--- config.mk ---
export PLATFORM = sky130hd
export DESIGN_NAME = ahb_slave_if_flat
export DESIGN_NICKNAME = d
export VERILOG_FILES = /design/src/rtl/ahb_slave_if_if.sv /design/src/rtl/ahb_slave_if.sv /design/src/flat_wrapper.sv
export SDC_FILE = /design/constraint.sdc
export NUM_CORES = 1
export LEC_CHECK = 0
export CAP_MARGIN = 20
export CORE_MARGIN = 5
export CORE_UTILIZATION = 46
export DETAILED_ROUTE_END_ITERATION = 7
export HOLD_SLACK_MARGIN = 0.08
export PLACE_DENSITY = 0.81
export REMOVE_ABC_BUFFERS = 1
export SYNTH_ARGS = -nofsm -noshare
export SYNTH_HDL_FRONTEND = slang
export SYNTH_SLANG_ARGS = --single-unit
export TNS_END_PERCENT = 1
--- constraint.sdc ---
create_clock -name i_hclk -period 7.3 [get_ports i_hclk]
set_clock_uncertainty 0.15 [all_clocks]
set_input_delay 1.46 -clock i_hclk [delete_from_list [all_inputs] [get_ports i_hclk]]
set_output_delay 1.46 -clock i_hclk [all_outputs]
set_load 0.005 [all_outputs]
--- src/rtl/ahb_slave_if_if.sv ---
// Bus bundle between the AHB master side and the AHB front end of the AHB-to-APB bridge.
// Names are from the front end's point of view: i_* flow into it, o_* flow out of it.
interface ahb_slave_if_if;
  logic        i_hsel;
  logic [1:0]  i_htrans;
  logic        i_hwrite;
  logic [2:0]  i_hsize;
  logic [31:0] i_haddr;
  logic [31:0] i_hwdata;
  logic        i_hready_in;
  logic        o_hready_out;
  logic [1:0]  o_hresp;
  logic        o_valid;
  logic [31:0] o_haddr1;
  logic [31:0] o_haddr2;
  logic [31:0] o_hwdata1;
  logic [31:0] o_hwdata2;
  logic        o_hwrite_reg;
  logic        o_hwrite_reg1;
  logic [2:0]  o_tempselx;

  modport master (
    output i_hsel, i_htrans, i_hwrite, i_hsize, i_haddr, i_hwdata, i_hready_in,
    input  o_hready_out, o_hresp, o_valid, o_haddr1, o_haddr2, o_hwdata1, o_hwdata2,
           o_hwrite_reg, o_hwrite_reg1, o_tempselx
  );

  modport slave (
    input  i_hsel, i_htrans, i_hwrite, i_hsize, i_haddr, i_hwdata, i_hready_in,
    output o_hready_out, o_hresp, o_valid, o_haddr1, o_haddr2, o_hwdata1, o_hwdata2,
           o_hwrite_reg, o_hwrite_reg1, o_tempselx
  );
endinterface

--- src/rtl/ahb_slave_if.sv ---
// AHB front end of the AHB-to-APB bridge: two-deep address-phase pipeline, APB slave
// decode, Valid qualifier for the bridge FSM and a two-cycle ERROR response.
module ahb_slave_if #(
  parameter logic [31:0] APB_BASE = 32'h8000_0000,
  parameter int unsigned WIN_BITS = 26,
  parameter int unsigned SEL_LSB  = 24
) (
  input  logic          i_hclk,
  input  logic          i_hrst,
  ahb_slave_if_if.slave bus
);

  localparam logic [1:0] ST_OKAY    = 2'b00;
  localparam logic [1:0] ST_ERR1    = 2'b01;
  localparam logic [1:0] ST_ERR2    = 2'b10;
  localparam logic [1:0] RESP_OKAY  = 2'b00;
  localparam logic [1:0] RESP_ERROR = 2'b01;

  function automatic logic [2:0] seg_onehot(input logic [1:0] seg);
    case (seg)
      2'b00:   seg_onehot = 3'b001;
      2'b01:   seg_onehot = 3'b010;
      2'b10:   seg_onehot = 3'b100;
      default: seg_onehot = 3'b000;
    endcase
  endfunction

  // Byte always fits; half needs bit 0 clear, word needs bits 1:0 clear; wider sizes are illegal.
  function automatic logic size_bad(input logic [2:0] size, input logic [1:0] lsb);
    case (size)
      3'b000:  size_bad = 1'b0;
      3'b001:  size_bad = lsb[0];
      3'b010:  size_bad = |lsb;
      default: size_bad = 1'b1;
    endcase
  endfunction

  logic [1:0]  r_state;
  logic [1:0]  w_state_nxt;
  logic [1:0]  r_hresp;
  logic        w_hready_out;
  logic        w_active;
  logic        w_in_win;
  logic [1:0]  w_seg;
  logic        w_illegal;
  logic        w_adv;
  logic        w_valid;
  logic [31:0] r_haddr1;
  logic [31:0] r_haddr2;
  logic [31:0] r_hwdata1;
  logic [31:0] r_hwdata2;
  logic        r_hwrite_reg;
  logic        r_hwrite_reg1;
  logic [2:0]  r_tempselx;

  assign w_active  = bus.i_hsel & bus.i_htrans[1];
  assign w_in_win  = (bus.i_haddr[31:WIN_BITS] == APB_BASE[31:WIN_BITS]);
  assign w_seg     = bus.i_haddr[SEL_LSB+1:SEL_LSB];
  assign w_illegal = w_active & (~w_in_win | (w_seg == 2'b11) |
                                 size_bad(bus.i_hsize, bus.i_haddr[1:0]));
  assign w_adv     = bus.i_hready_in & (r_state == ST_OKAY);
  assign w_valid   = w_active & ~w_illegal & w_adv;

  // Error FSM next state and the HREADY returned to the master.
  always_comb begin
    w_state_nxt  = ST_OKAY;
    w_hready_out = bus.i_hready_in;
    case (r_state)
      ST_OKAY: begin
        w_hready_out = bus.i_hready_in;
        if (w_illegal && bus.i_hready_in) begin
          w_state_nxt = ST_ERR1;
        end else begin
          w_state_nxt = ST_OKAY;
        end
      end
      ST_ERR1: begin
        w_hready_out = 1'b0;
        w_state_nxt  = ST_ERR2;
      end
      ST_ERR2: begin
        w_hready_out = 1'b1;
        w_state_nxt  = ST_OKAY;
      end
      default: begin
        w_hready_out = 1'b0;
        w_state_nxt  = ST_OKAY;
      end
    endcase
  end

  // Error state and registered response; ERROR is shown for both ERR1 and ERR2.
  always_ff @(posedge i_hclk or posedge i_hrst) begin
    if (i_hrst) begin
      r_state <= ST_OKAY;
      r_hresp <= RESP_OKAY;
    end else begin
      r_state <= w_state_nxt;
      r_hresp <= (w_state_nxt == ST_OKAY) ? RESP_OKAY : RESP_ERROR;
    end
  end

  // Address-phase pipeline; the whole pipeline stalls on wait states and during ERROR.
  always_ff @(posedge i_hclk or posedge i_hrst) begin
    if (i_hrst) begin
      r_haddr1      <= 32'h0000_0000;
      r_haddr2      <= 32'h0000_0000;
      r_hwdata1     <= 32'h0000_0000;
      r_hwdata2     <= 32'h0000_0000;
      r_hwrite_reg  <= 1'b0;
      r_hwrite_reg1 <= 1'b0;
      r_tempselx    <= 3'b000;
    end else if (w_adv) begin
      r_haddr1      <= bus.i_haddr;
      r_haddr2      <= r_haddr1;
      r_hwdata1     <= bus.i_hwdata;
      r_hwdata2     <= r_hwdata1;
      r_hwrite_reg  <= bus.i_hwrite;
      r_hwrite_reg1 <= r_hwrite_reg;
      r_tempselx    <= w_valid ? seg_onehot(w_seg) : 3'b000;
    end
  end

  assign bus.o_hready_out  = w_hready_out;
  assign bus.o_hresp       = r_hresp;
  assign bus.o_valid       = w_valid;
  assign bus.o_haddr1      = r_haddr1;
  assign bus.o_haddr2      = r_haddr2;
  assign bus.o_hwdata1     = r_hwdata1;
  assign bus.o_hwdata2     = r_hwdata2;
  assign bus.o_hwrite_reg  = r_hwrite_reg;
  assign bus.o_hwrite_reg1 = r_hwrite_reg1;
  assign bus.o_tempselx    = r_tempselx;

endmodule

--- src/flat_wrapper.sv ---
// flat-port wrapper written by rule: the top's interface ports become plain ports
module ahb_slave_if_flat 
#(
  parameter logic [31:0] APB_BASE = 32'h8000_0000,
  parameter int unsigned WIN_BITS = 26,
  parameter int unsigned SEL_LSB  = 24
)
  (i_hclk, i_hrst, bus_i_hsel, bus_i_htrans, bus_i_hwrite, bus_i_hsize, bus_i_haddr, bus_i_hwdata, bus_i_hready_in, bus_o_hready_out, bus_o_hresp, bus_o_valid, bus_o_haddr1, bus_o_haddr2, bus_o_hwdata1, bus_o_hwdata2, bus_o_hwrite_reg, bus_o_hwrite_reg1, bus_o_tempselx);
  ahb_slave_if_if bus_i ();
  input  logic i_hclk;
  input  logic i_hrst;
  input wire logic [$bits(bus_i.i_hsel)-1:0] bus_i_hsel;
  input wire logic [$bits(bus_i.i_htrans)-1:0] bus_i_htrans;
  input wire logic [$bits(bus_i.i_hwrite)-1:0] bus_i_hwrite;
  input wire logic [$bits(bus_i.i_hsize)-1:0] bus_i_hsize;
  input wire logic [$bits(bus_i.i_haddr)-1:0] bus_i_haddr;
  input wire logic [$bits(bus_i.i_hwdata)-1:0] bus_i_hwdata;
  input wire logic [$bits(bus_i.i_hready_in)-1:0] bus_i_hready_in;
  output wire logic [$bits(bus_i.o_hready_out)-1:0] bus_o_hready_out;
  output wire logic [$bits(bus_i.o_hresp)-1:0] bus_o_hresp;
  output wire logic [$bits(bus_i.o_valid)-1:0] bus_o_valid;
  output wire logic [$bits(bus_i.o_haddr1)-1:0] bus_o_haddr1;
  output wire logic [$bits(bus_i.o_haddr2)-1:0] bus_o_haddr2;
  output wire logic [$bits(bus_i.o_hwdata1)-1:0] bus_o_hwdata1;
  output wire logic [$bits(bus_i.o_hwdata2)-1:0] bus_o_hwdata2;
  output wire logic [$bits(bus_i.o_hwrite_reg)-1:0] bus_o_hwrite_reg;
  output wire logic [$bits(bus_i.o_hwrite_reg1)-1:0] bus_o_hwrite_reg1;
  output wire logic [$bits(bus_i.o_tempselx)-1:0] bus_o_tempselx;
  assign bus_i.i_hsel = bus_i_hsel;
  assign bus_i.i_htrans = bus_i_htrans;
  assign bus_i.i_hwrite = bus_i_hwrite;
  assign bus_i.i_hsize = bus_i_hsize;
  assign bus_i.i_haddr = bus_i_haddr;
  assign bus_i.i_hwdata = bus_i_hwdata;
  assign bus_i.i_hready_in = bus_i_hready_in;
  assign bus_o_hready_out = bus_i.o_hready_out;
  assign bus_o_hresp = bus_i.o_hresp;
  assign bus_o_valid = bus_i.o_valid;
  assign bus_o_haddr1 = bus_i.o_haddr1;
  assign bus_o_haddr2 = bus_i.o_haddr2;
  assign bus_o_hwdata1 = bus_i.o_hwdata1;
  assign bus_o_hwdata2 = bus_i.o_hwdata2;
  assign bus_o_hwrite_reg = bus_i.o_hwrite_reg;
  assign bus_o_hwrite_reg1 = bus_i.o_hwrite_reg1;
  assign bus_o_tempselx = bus_i.o_tempselx;
  ahb_slave_if #(.APB_BASE(APB_BASE), .WIN_BITS(WIN_BITS), .SEL_LSB(SEL_LSB)) u_core (.i_hclk(i_hclk), .i_hrst(i_hrst), .bus(bus_i));
endmodule
* After elaboration in Yosys (flattened, before gate mapping)
Cells that the tools add are included.
** Storage, ports and cells
- Flip-flop bits (word level) :: 137
- Bits in latches :: 0
- Bits in writable memories :: 0
- ROM bits :: 0
- Input bits :: 74
- Output and inout port bits :: 137
- Logic and storage cells :: 39
- Memories kept :: 0
** Cells by class
- $add $sub $neg :: 0
- Multiply operators :: 0
- Div/mod/pow operators :: 0
- Magnitude comparators :: 0
- Equal/unequal tests :: 8
- Shift operators :: 0
- Multiplexer cells :: 7
- Bitwise logic cells :: 9
- Reduce and logical (&&, ||, !) cells :: 6
** Operators by type and width (number)
- 3-bit case mux with 3 select lines :: 1
- 2-bit == test (second input constant) :: 3
- 6-bit == test (second input constant) :: 1
- 2-bit logical NOT :: 3
- 1-bit bitwise AND :: 5
- 2-bit by 1-bit == test with 1-bit output (second input constant) :: 2
- 2-bit case mux with 2 select lines :: 1
- 3-bit by 1-bit == test with 1-bit output (second input constant) :: 1
- 3-bit by 2-bit == test with 1-bit output (second input constant) :: 1
- 3-bit logical NOT :: 1
- 3-bit 2-to-1 mux :: 1
- 1-bit case mux with 3 select lines :: 1
- 1-bit 2-to-1 mux :: 2
- 1-bit NOT :: 2
- 1-bit bitwise OR :: 2
- 1-bit case mux with 2 select lines :: 1
- 2-bit OR reduction :: 1
- 1-bit logical AND :: 1

* Longest topological paths before layout
Gate-level depths: netlist of the first run.
- Depth in word-level cells :: 10
- Mapped depth :: 5
- Gate-level depth less buffers :: 4

* Worst setup path before layout of the first run
No wires, ideal clock.
- Path type :: input-to-output
- Start :: input port bus_i_haddr[29]
- End :: output port bus_o_valid
- Arrival time :: 2.330 ns
- Data required time :: 5.690 ns
- Slack :: 3.360 ns
- Cell stages on the path :: 4
- Path buffers :: 0
- Path through :: or4_4 a21oi_2 nand4b_2 inv_1
** On the way
- Cells in the longest elaborated chain, start to end :: 8
** Ends and longest elaborated chain
- start, declared :: RTL line flat_wrapper.sv:16 : input wire logic [$bits(bus_i.i_haddr)-1:0] bus_i_haddr;
- 6-bit == test :: RTL line ahb_slave_if.sv:57 : assign w_in_win = (bus.i_haddr[31:WIN_BITS] == APB_BASE[31:WIN_BITS]);
- 1-bit NOT :: RTL line ahb_slave_if.sv:59 : assign w_illegal = w_active & (~w_in_win | (w_seg == 2'b11) |
- 1-bit bitwise OR (2 in a row) :: RTL line ahb_slave_if.sv:59
- 1-bit bitwise AND :: RTL line ahb_slave_if.sv:59
- 1-bit NOT :: RTL line ahb_slave_if.sv:62 : assign w_valid = w_active & ~w_illegal & w_adv;
- 1-bit bitwise AND (2 in a row) :: RTL line ahb_slave_if.sv:62
- end, declared :: RTL line flat_wrapper.sv:21 : output wire logic [$bits(bus_i.o_valid)-1:0] bus_o_valid;
Every way passes these cells.

* Worst setup path after layout of the first run
Same ends and word-level chain as after synthesis.

==> flow_summary.yaml, run 1 <==
outcome:
  status: "finished clean"
sta:
  period_minus_slack_ns: 4.959
  final_hold_viol_count: 0
  fmax_ghz: 0.2016
  grt_setup_unrepaired: "no"
  report.final.slew_viol_count: 0
  relSlewSlack_pct: 42.97
  finalSetupViolCount: 0
  tightest_slew_ns: 0.8555
  fin_crit_sh_pct: 67.93
grt:
  grt_max_degree: 70
  antenna_found_initial: 0
  grt_pass1_vias: 3777
  overflow: 0
  grt_usage_pct: 18.71
  grt_pass1_wl_mm: 19.21
yosys:
  synth_area_per_cell_um2: 16.71
  synth.top_cell.area_share_pct: 66.33
  syn_inst: 307
  synth.area.top_cells: "dfrtp_1 66%, mux2_1 18%, mux2_2 11%"
  synth_area_mm2: 0.005131
  synth.distinct_cells: 21
  synthTopCellsByCount: "136 x dfrtp_1, 82 x mux2_1, 48 x mux2_2"
  synth_edf_count: 0
  synth_largest_area_cell: "dfrtp_1"
  synthArstFlopShare_pct: 100.0
  ys_seq_area_share_pct: 66.33
  yosysMostFrequentCell: "dfrtp_1"
  ys_warn_count: 0
  ys_ff_latch: 136
  ys_dominant_reg_cell: "dfrtp_1"
drt:
  postRouteAntennaNets: 0
  vias_per_cell: 4.904
  drt_iter0_markers: 138
  drt-wirelength-per-cell_um: 17.67
  num_vias: 3305
  drt_wl_total_mm: 11.91
  dr.pass1.iters: 3
  drc: 0
die:
  coreArea_mm2: 0.01089
  start_util_pct: 47.13
  die_w_um: 115.6
  die_area_mm2: 0.01337
  die_y_um: 115.6
  pin_count: 211
  placement_rows: 38
setup_path:
  reg2reg_depth: 4
  rr_endpoint: "u_core.bus.o_haddr1[24]$_DFFE_PP0P_"
  rr_startpoint: "u_core.r_state[1]$_DFF_PP0_"
  worst-setup-path-type: "input port to output port"
  start_kind: "input port"
  worstPathArrival_ns: 3.35
  endpoint_kind: "output port"
  cp.required_ns: 5.69
  worstPathMaxFanout: 4
  ff2ff_setup_slack_ns: 4.43
pwr:
  p_leak_nw: 3.331
  p_total_w: 0.002354
  powerDensity_mw_per_mm2: 297.1
  ir_worst_vdd_v: 0.0001913
clocking:
  cts_setup_buffers: 0
  ctsResizeCount: 0
  clock-sinks: 136
  cts_max_path_buffers: 2
  cts.clk_slew.worst_paths_ns: 0.06
  htreeDepth: 4
  cts_hold_buf: 0
  clk_latency_ns: 0.51
  cts_tree: "built"
  root_buffer: "clkbuf_8"
  cts_buffers: 17
final_layout:
  drive_above_1_share_pct: 16.48
  fin_cells: 674
  num_antenna_cells: 0
  nets: 595
  multi_input_area_mm2: 0.001598
  area_growth_pct: 54.45
  final.fill_count: 741
  utilization_pct: 72.79
  regArea_mm2: 0.003403
min_path:
  min_to: "u_core.bus.o_hwdata2[1]$_DFFE_PP0P_"
  hold_path_class: "flip-flop to flip-flop"
  hold_start: "u_core.bus.o_hwdata2[1]$_DFFE_PP0P_"
  hold_depth: 1
place:
  dpl.cell_count: 642
  routabilityCongestion: 0.7581
  dpl.hpwl_mm: 8.599
  portBuffers: 208
flow_run:
  cap_violations: 0
## logic make-up (layout without fill, tap and decap cells)
family	after synthesis	after routing	synth area share (%)
multiplexers	130	130	28.53
AND/OR/NAND/NOR	10	10	1.439
other	1	1	0.07308
flip-flops	136	136	66.33
buffers and inverters	23	250	2.634
AO/OA/AOI/OAI	7	7	1.000
## through the flow
step | setup WS [ns] | area (um^2) | hold slack, ns | TNS [ns]
after floorplan | -6.301 | 5022 | 0.2847 | -699.28
after global placement | 2.354 | 7310 | 0.3168 | 0
after detailed placement | 2.356 | 7310 | 0.3260 | 0
after CTS | 2.341 | 7925 | 0.3393 | 0
after global routing | 2.280 | 7925 | 0.3581 | 0
final | 2.341 | 7925 | 0.3338 | 0
## final cells by class
cell class	instances	share of cell area, %
multi-input combinational	148	20.16
tap	140	2.210
clock buffer	24	6.315
inverter	7	0.3631
clock inverter	8	1.452
sequential	136	42.94
timing repair buffer	211	26.56
## how the worst max path moves through the flow
stage	startpoint	end	slack, ns	cells past startpoint
final	bus_i_haddr[29]	bus_o_valid	2.34	6
after global routing	bus_i_haddr[29]	bus_o_valid	2.28	6
after CTS	bus_i_haddr[29]	bus_o_valid	2.34	6
after detailed placement	bus_i_haddr[29]	bus_o_valid	2.36	6
after global placement	bus_i_haddr[29]	bus_o_valid	2.35	6
after floorplan	bus_i_hready_in	bus_o_valid	-6.30	4
## per-layer routing
layer  GRT usage (%)  share of wire, %  vias to the layer above  routed length (um)
li1                -                 -                     1507                   -
met3           8.460                10                       20                1223
met1           20.92                37                     1649                4372
met4           7.347               1.8                        0                 211
met5               0                 0                        -                   0
met2           31.44                51                      129                6101
## power breakdown
part / internal [W] / total [W] / switching [W]
registers: 0.000891 / 0.000972 / 0.0000809
logic: 0.000353 / 0.000513 / 0.000160
clock network: 0.000572 / 0.000869 / 0.000297
## cells in the final DEF, fill, tap and decap left out, types with 2 or more instances in the layout
cell             count
clkdlybuf4s50_1    208
dfrtp_1            136
mux2_1              82
mux2_2              48
clkbuf_16           16
clkbuf_8             7
inv_1                6
clkinv_2             5
nor2_1               3
o32ai_1              3
bufinv_16            3
buf_4                3
o21ai_0              2
## critical path: stages
cell             delay [ns]
clkdlybuf4s50_1        0.43
or4_4                  0.55
a21oi_2                0.16
nand4b_2               0.16
inv_1                  0.09
clkdlybuf4s50_1        0.50
No activity file was read; power rests on OpenSTA's default activity.
==> inputs of run 2 (changes only) <==
CORE_UTILIZATION = 43   (was 46)
PLACE_DENSITY = 0.76   (was 0.81)
clock period = 5.1 ns   (was 7.3 ns; I/O delays follow)
==> run 2 against run 1 <==
Utilization is 6.5 points lower. Sequential share of layout area up 0.36 points. Critical path depth unchanged. Combinational power rose by 43%. Final cell count grew 0.74%. Clock power grew 24%. Global-route usage shrank 2.1 points. Hold slack got worse by 0.0042 ns. Total power increased by 36%. Largest cell class unchanged. Wire length shrank 3.0%. Flip-flop and latch count did not move.
==> flow_summary.yaml, run 2 (synthesis gave the netlist of run 1 again) <==
sta:
  final_hold_viol_count: 0
  relSlewSlack_pct: 38.00
  report.final.slew_viol_count: 0
  period_minus_slack_ns: 4.076
  tightest_slew_ns: 0.9301
  fin_crit_sh_pct: 79.92
  fmax_ghz: 0.2453
  finalSetupViolCount: 0
  grt_setup_unrepaired: "no"
place:
  portBuffers: 208
  routabilityCongestion: 0.6994
  dpl.hpwl_mm: 8.253
  dpl.cell_count: 649
die:
  pin_count: 211
  coreArea_mm2: 0.01186
  die_w_um: 119.2
  start_util_pct: 43.26
  die_y_um: 119.2
  placement_rows: 40
  die_area_mm2: 0.01422
grt:
  met3_usage_pct: 8.262
  overflow: 0
  grt_pass1_vias: 3586
  grt_max_degree: 76
  use_met1_pct: 18.45
  grt-busiest-layer: "met2"
  grtUsageMet2_pct: 27.38
  antenna_found_initial: 0
  grt_usage_pct: 16.61
  grt_pass1_wl_mm: 18.46
setup_path:
  start_kind: "input port"
  cp.required_ns: 3.93
  crit_path_max_incr_delay_ns: 0.55
  worstPathMaxFanout: 4
  worstPathCellList: "clkdlybuf4s50_1 -> or4_4 -> a21oi_2 -> nand4b_2 -> inv_1 -> clkdlybuf4s50_1"
  critPathTopFamily: "buffers and inverters"
  critical_path.slowest_cell: "or4_4"
  endpoint_kind: "output port"
  path_depth: 6
  worst-setup-path-type: "input port to output port"
  reg2reg_depth: 4
  worstPathArrival_ns: 2.91
  path_common_cell: "clkdlybuf4s50_1"
  critPathBufInv: 3
flow_run:
  cap_violations: 0
clocking:
  cts.clk_slew.worst_paths_ns: 0.05
  htreeDepth: 4
  cts_setup_buffers: 0
  clock-sinks: 136
  cts_hold_buf: 0
  cts_tree: "built"
  ctsResizeCount: 0
  cts_buffers: 17
  root_buffer: "clkbuf_16"
  cts_max_path_buffers: 2
  clk_latency_ns: 0.41
pwr:
  ir_worst_vdd_v: 0.0002721
  p_leak_nw: 3.288
  powerDensity_mw_per_mm2: 407.5
  p_total_w: 0.003203
final_layout:
  layout_commonest_cell: "clkdlybuf4s50_1"
  num_antenna_cells: 0
  area_growth_pct: 53.16
  utilization_pct: 66.26
  nets: 595
  final.fill_count: 892
  drive_above_1_share_pct: 15.41
  most-common-layout-cells: "208 x clkdlybuf4s50_1, 136 x dfrtp_1, 82 x mux2_1, 48 x mux2_2, 17 x clkbuf_16"
  fin_cells: 679
drt:
  drt-wirelength-per-cell_um: 17.00
  vias_per_cell: 4.853
  drt_iter0_markers: 173
  drt_wl_total_mm: 11.55
  postRouteAntennaNets: 0
  num_vias: 3295
  drc: 0
  dr.pass1.iters: 4
outcome:
  status: "finished clean"
min_path:
  hold_depth: 1
  hold_path_class: "flip-flop to flip-flop"
## run 2: cell count changes in the layout (fill, tap and decap cells not counted)
cell       before  now
bufinv_16       3    0
clkbuf_1        1    5
buf_4           3    2
clkbuf_16      16   17
buf_12          0    1
clkinv_2        5    3
clkbuf_8        7    5
## run 2: report_power, final
part | internal (W) | leakage [nW] | switching [W]
logic | 0.000506 | 1.42 | 0.000226
clock network | 0.000678 | 0.263 | 0.000406
registers | 0.00128 | 1.60 | 0.000111
## run 2: stage by stage
step	hold slack (ns)	setup TNS, ns	area, um^2	setup WS [ns]
floorplan	0.2847	-938.20	5022	-7.621
global placement	0.3158	0	7331	1.024
detailed placement	0.3237	0	7331	1.019
CTS	0.3357	0	7859	1.007
global route	0.3458	0	7859	0.9153
finish	0.3295	0	7859	1.024
## run 2: path summary, 6_finish.rpt
| kind | from | end | slack, ns |
|---|---|---|---|
| min in group asynchronous | i_hrst | u_core.bus.o_haddr2[4]$_DFFE_PP0P_ | 0.98 |
| min | u_core.bus.o_haddr2[11]$_DFFE_PP0P_ | u_core.bus.o_haddr2[11]$_DFFE_PP0P_ | 0.33 |
| max in group asynchronous | i_hrst | u_core.bus.o_hwdata1[14]$_DFFE_PP0P_ | 2.96 |
| max reg2reg | u_core.r_state[1]$_DFF_PP0_ | u_core.bus.o_haddr1[28]$_DFFE_PP0P_ | 2.19 |
| max | bus_i_haddr[29] | bus_o_valid | 1.02 |
| min reg2reg | u_core.bus.o_haddr2[11]$_DFFE_PP0P_ | u_core.bus.o_haddr2[11]$_DFFE_PP0P_ | 0.33 |
## run 2: worst reg2reg max path, delay by kind of cell, from the launching register on
kind	cells	cell delay [ns]
flip-flops	1	0.41
buffers and inverters	2	1.51
multiplexers	1	0.47
AND/OR/NAND/NOR	1	0.25
## run 2: layout make-up
type | count | area [um^2] | share of cell area (%)
clock inverter | 3 | 15.01 | 0.1911
tap | 147 | 183.9 | 2.340
inverter | 7 | 28.78 | 0.3662
multi-input combinational | 148 | 1598 | 20.33
clock buffer | 27 | 513.0 | 6.528
sequential | 136 | 3403 | 43.31
timing repair buffer | 211 | 2117 | 26.94
## run 2: routing by layer
metal,routed length [um],up-vias
li1,-,1506
met1,4485,1638
met2,5767,131
met3,1117,20
met4,176,0
met5,0,-
==> inputs of run 3 (changes only) <==
CORE_UTILIZATION = 39   (was 43)
PLACE_DENSITY = 0.73   (was 0.76)
clock period = 3.71 ns   (was 5.1 ns; I/O delays follow)
==> run 3 against run 2 <==
Design area is 1.2% higher. Flip-flop and latch count stayed put. Combinational power grew 38%. Critical path type unchanged.
==> flow_summary.yaml, run 3 (synthesis gave the netlist of run 1 again) <==
sta:
  fin_ws_ns: 0.1730
  relSlewSlack_pct: 53.28
  final_hold_viol_count: 0
  grt_setup_unrepaired: "no"
  finalSetupViolCount: 0
  period_minus_slack_ns: 3.537
  tightest_slew_ns: 0.7008
  report.final.slew_viol_count: 0
  fmax_ghz: 0.2827
  hold-worst-slack_ns: 0.3309
  fin_crit_sh_pct: 95.34
die:
  pin_count: 211
  die_y_um: 124.7
  placement_rows: 42
  coreArea_mm2: 0.01309
  start_util_pct: 39.21
  die_area_mm2: 0.01555
  die_w_um: 124.7
setup_path:
  cp.required_ns: 2.82
  endpoint_kind: "output port"
  worstPathArrival_ns: 2.65
  start_kind: "input port"
  worstPathMaxFanout: 4
  worst-setup-path-type: "input port to output port"
drt:
  vias_per_cell: 4.676
  drt_iter0_markers: 103
  dr.pass1.iters: 4
  drt_wl_total_mm: 11.47
  postRouteAntennaNets: 0
  num_vias: 3315
  drc: 0
  drt-wirelength-per-cell_um: 16.17
pwr:
  ir_worst_vdd_v: 0.0003830
  powerDensity_mw_per_mm2: 569.1
  p_leak_nw: 3.312
grt:
  grt_pass1_wl_mm: 19.07
  grt_max_degree: 134
  overflow: 0
  grt_usage_pct: 15.26
  grt_pass1_vias: 3616
  antenna_found_initial: 0
clocking:
  clock-sinks: 136
  cts_hold_buf: 0
  clk_latency_ns: 0.40
  root_buffer: "clkbuf_16"
  htreeDepth: 4
  cts_max_path_buffers: 2
  ctsResizeCount: 0
  cts_buffers: 17
  cts_setup_buffers: 0
  cts.clk_slew.worst_paths_ns: 0.05
  cts_tree: "built"
final_layout:
  nets: 595
  layout_commonest_cell: "clkdlybuf4s50_1"
  drive_above_1_share_pct: 15.95
  most-common-layout-cells: "208 x clkdlybuf4s50_1, 136 x dfrtp_1, 82 x mux2_1, 48 x mux2_2, 17 x clkbuf_16"
  num_antenna_cells: 0
  final.fill_count: 987
  area_growth_pct: 55.06
min_path:
  hold_path_class: "flip-flop to flip-flop"
flow_run:
  cap_violations: 0
place:
  dp_slack_ns: 0.1826
  dpl.hpwl_mm: 8.245
  portBuffers: 208
  routabilityCongestion: 0.7519
outcome:
  status: "finished clean"
==> run 3: cell count changes in the layout (fill, tap and decap cells not counted), sizes merged <==
cell      change
clkbuf        -4
clkinv        +2
bufinv        +2
clkinvlp      +1
==> run 3: power breakdown <==
group | internal [W] | switching (W)
combinational | 0.000698 | 0.000316
sequential | 0.00175 | 0.000148
clock | 0.00103 | 0.000578
total | 0.00349 | 0.00104
==> run 3: final timing paths <==
| check | startpoint | endpoint | slack [ns] | cells past startpoint |
|---|---|---|---|---|
| min in group asynchronous | i_hrst | u_core.bus.o_hwdata2[2]$_DFFE_PP0P_ | 0.56 | 2 |
| max reg2reg | u_core.r_state[1]$_DFF_PP0_ | u_core.bus.o_haddr1[30]$_DFFE_PP0P_ | 1.68 | 3 |
| max in group asynchronous | i_hrst | u_core.bus.o_hwdata1[8]$_DFFE_PP0P_ | 2.09 | 3 |
| max | bus_i_haddr[29] | bus_o_valid | 0.17 | 6 |
| min reg2reg | u_core.bus.o_hwdata2[1]$_DFFE_PP0P_ | u_core.bus.o_hwdata2[1]$_DFFE_PP0P_ | 0.33 | 1 |
| min | u_core.bus.o_hwdata2[1]$_DFFE_PP0P_ | u_core.bus.o_hwdata2[1]$_DFFE_PP0P_ | 0.33 | 1 |
==> run 3: per-layer routing <==
layer  track usage, %  share of wire, %  up-vias
met5                0                 0        -
met4            6.319               2.0        0
met3            6.775               9.4       18
met2            25.83                50      131
met1            16.69                38     1659
li1                 -                 -     1507
==> run 3: worst max-delay path: stages <==
cell and delay, ns:
clkdlybuf4s50_1 0.42, or4_4 0.55, a21oi_2 0.17, nand4b_2 0.17, inv_1 0.09, clkdlybuf4s50_1 0.50
==> run 3: final cells by class <==
| cell class | count | area [um^2] | share of cell area (%) |
|---|---|---|---|
| sequential | 136 | 3403 | 42.77 |
| timing repair buffer | 211 | 2130 | 26.77 |
| multi-input combinational | 148 | 1598 | 20.08 |
| clock buffer | 23 | 478.0 | 6.007 |
| tap | 176 | 220.2 | 2.768 |
| clock inverter | 8 | 96.34 | 1.211 |
| inverter | 7 | 31.28 | 0.3931 |
==> run 3: metrics by stage <==
stage	cell area [um^2]	power, W	util (%)	TNS (ns)	std cells
after floorplan	5022	0.002256	-	-1200.87	291
after global placement	7382	0.002926	56.42	0	678
after detailed placement	7382	0.002963	56.42	0	678
after CTS	7956	0.004610	60.81	0	709
after global routing	7956	0.004758	60.81	0	709
final	7956	0.004528	60.81	0	709
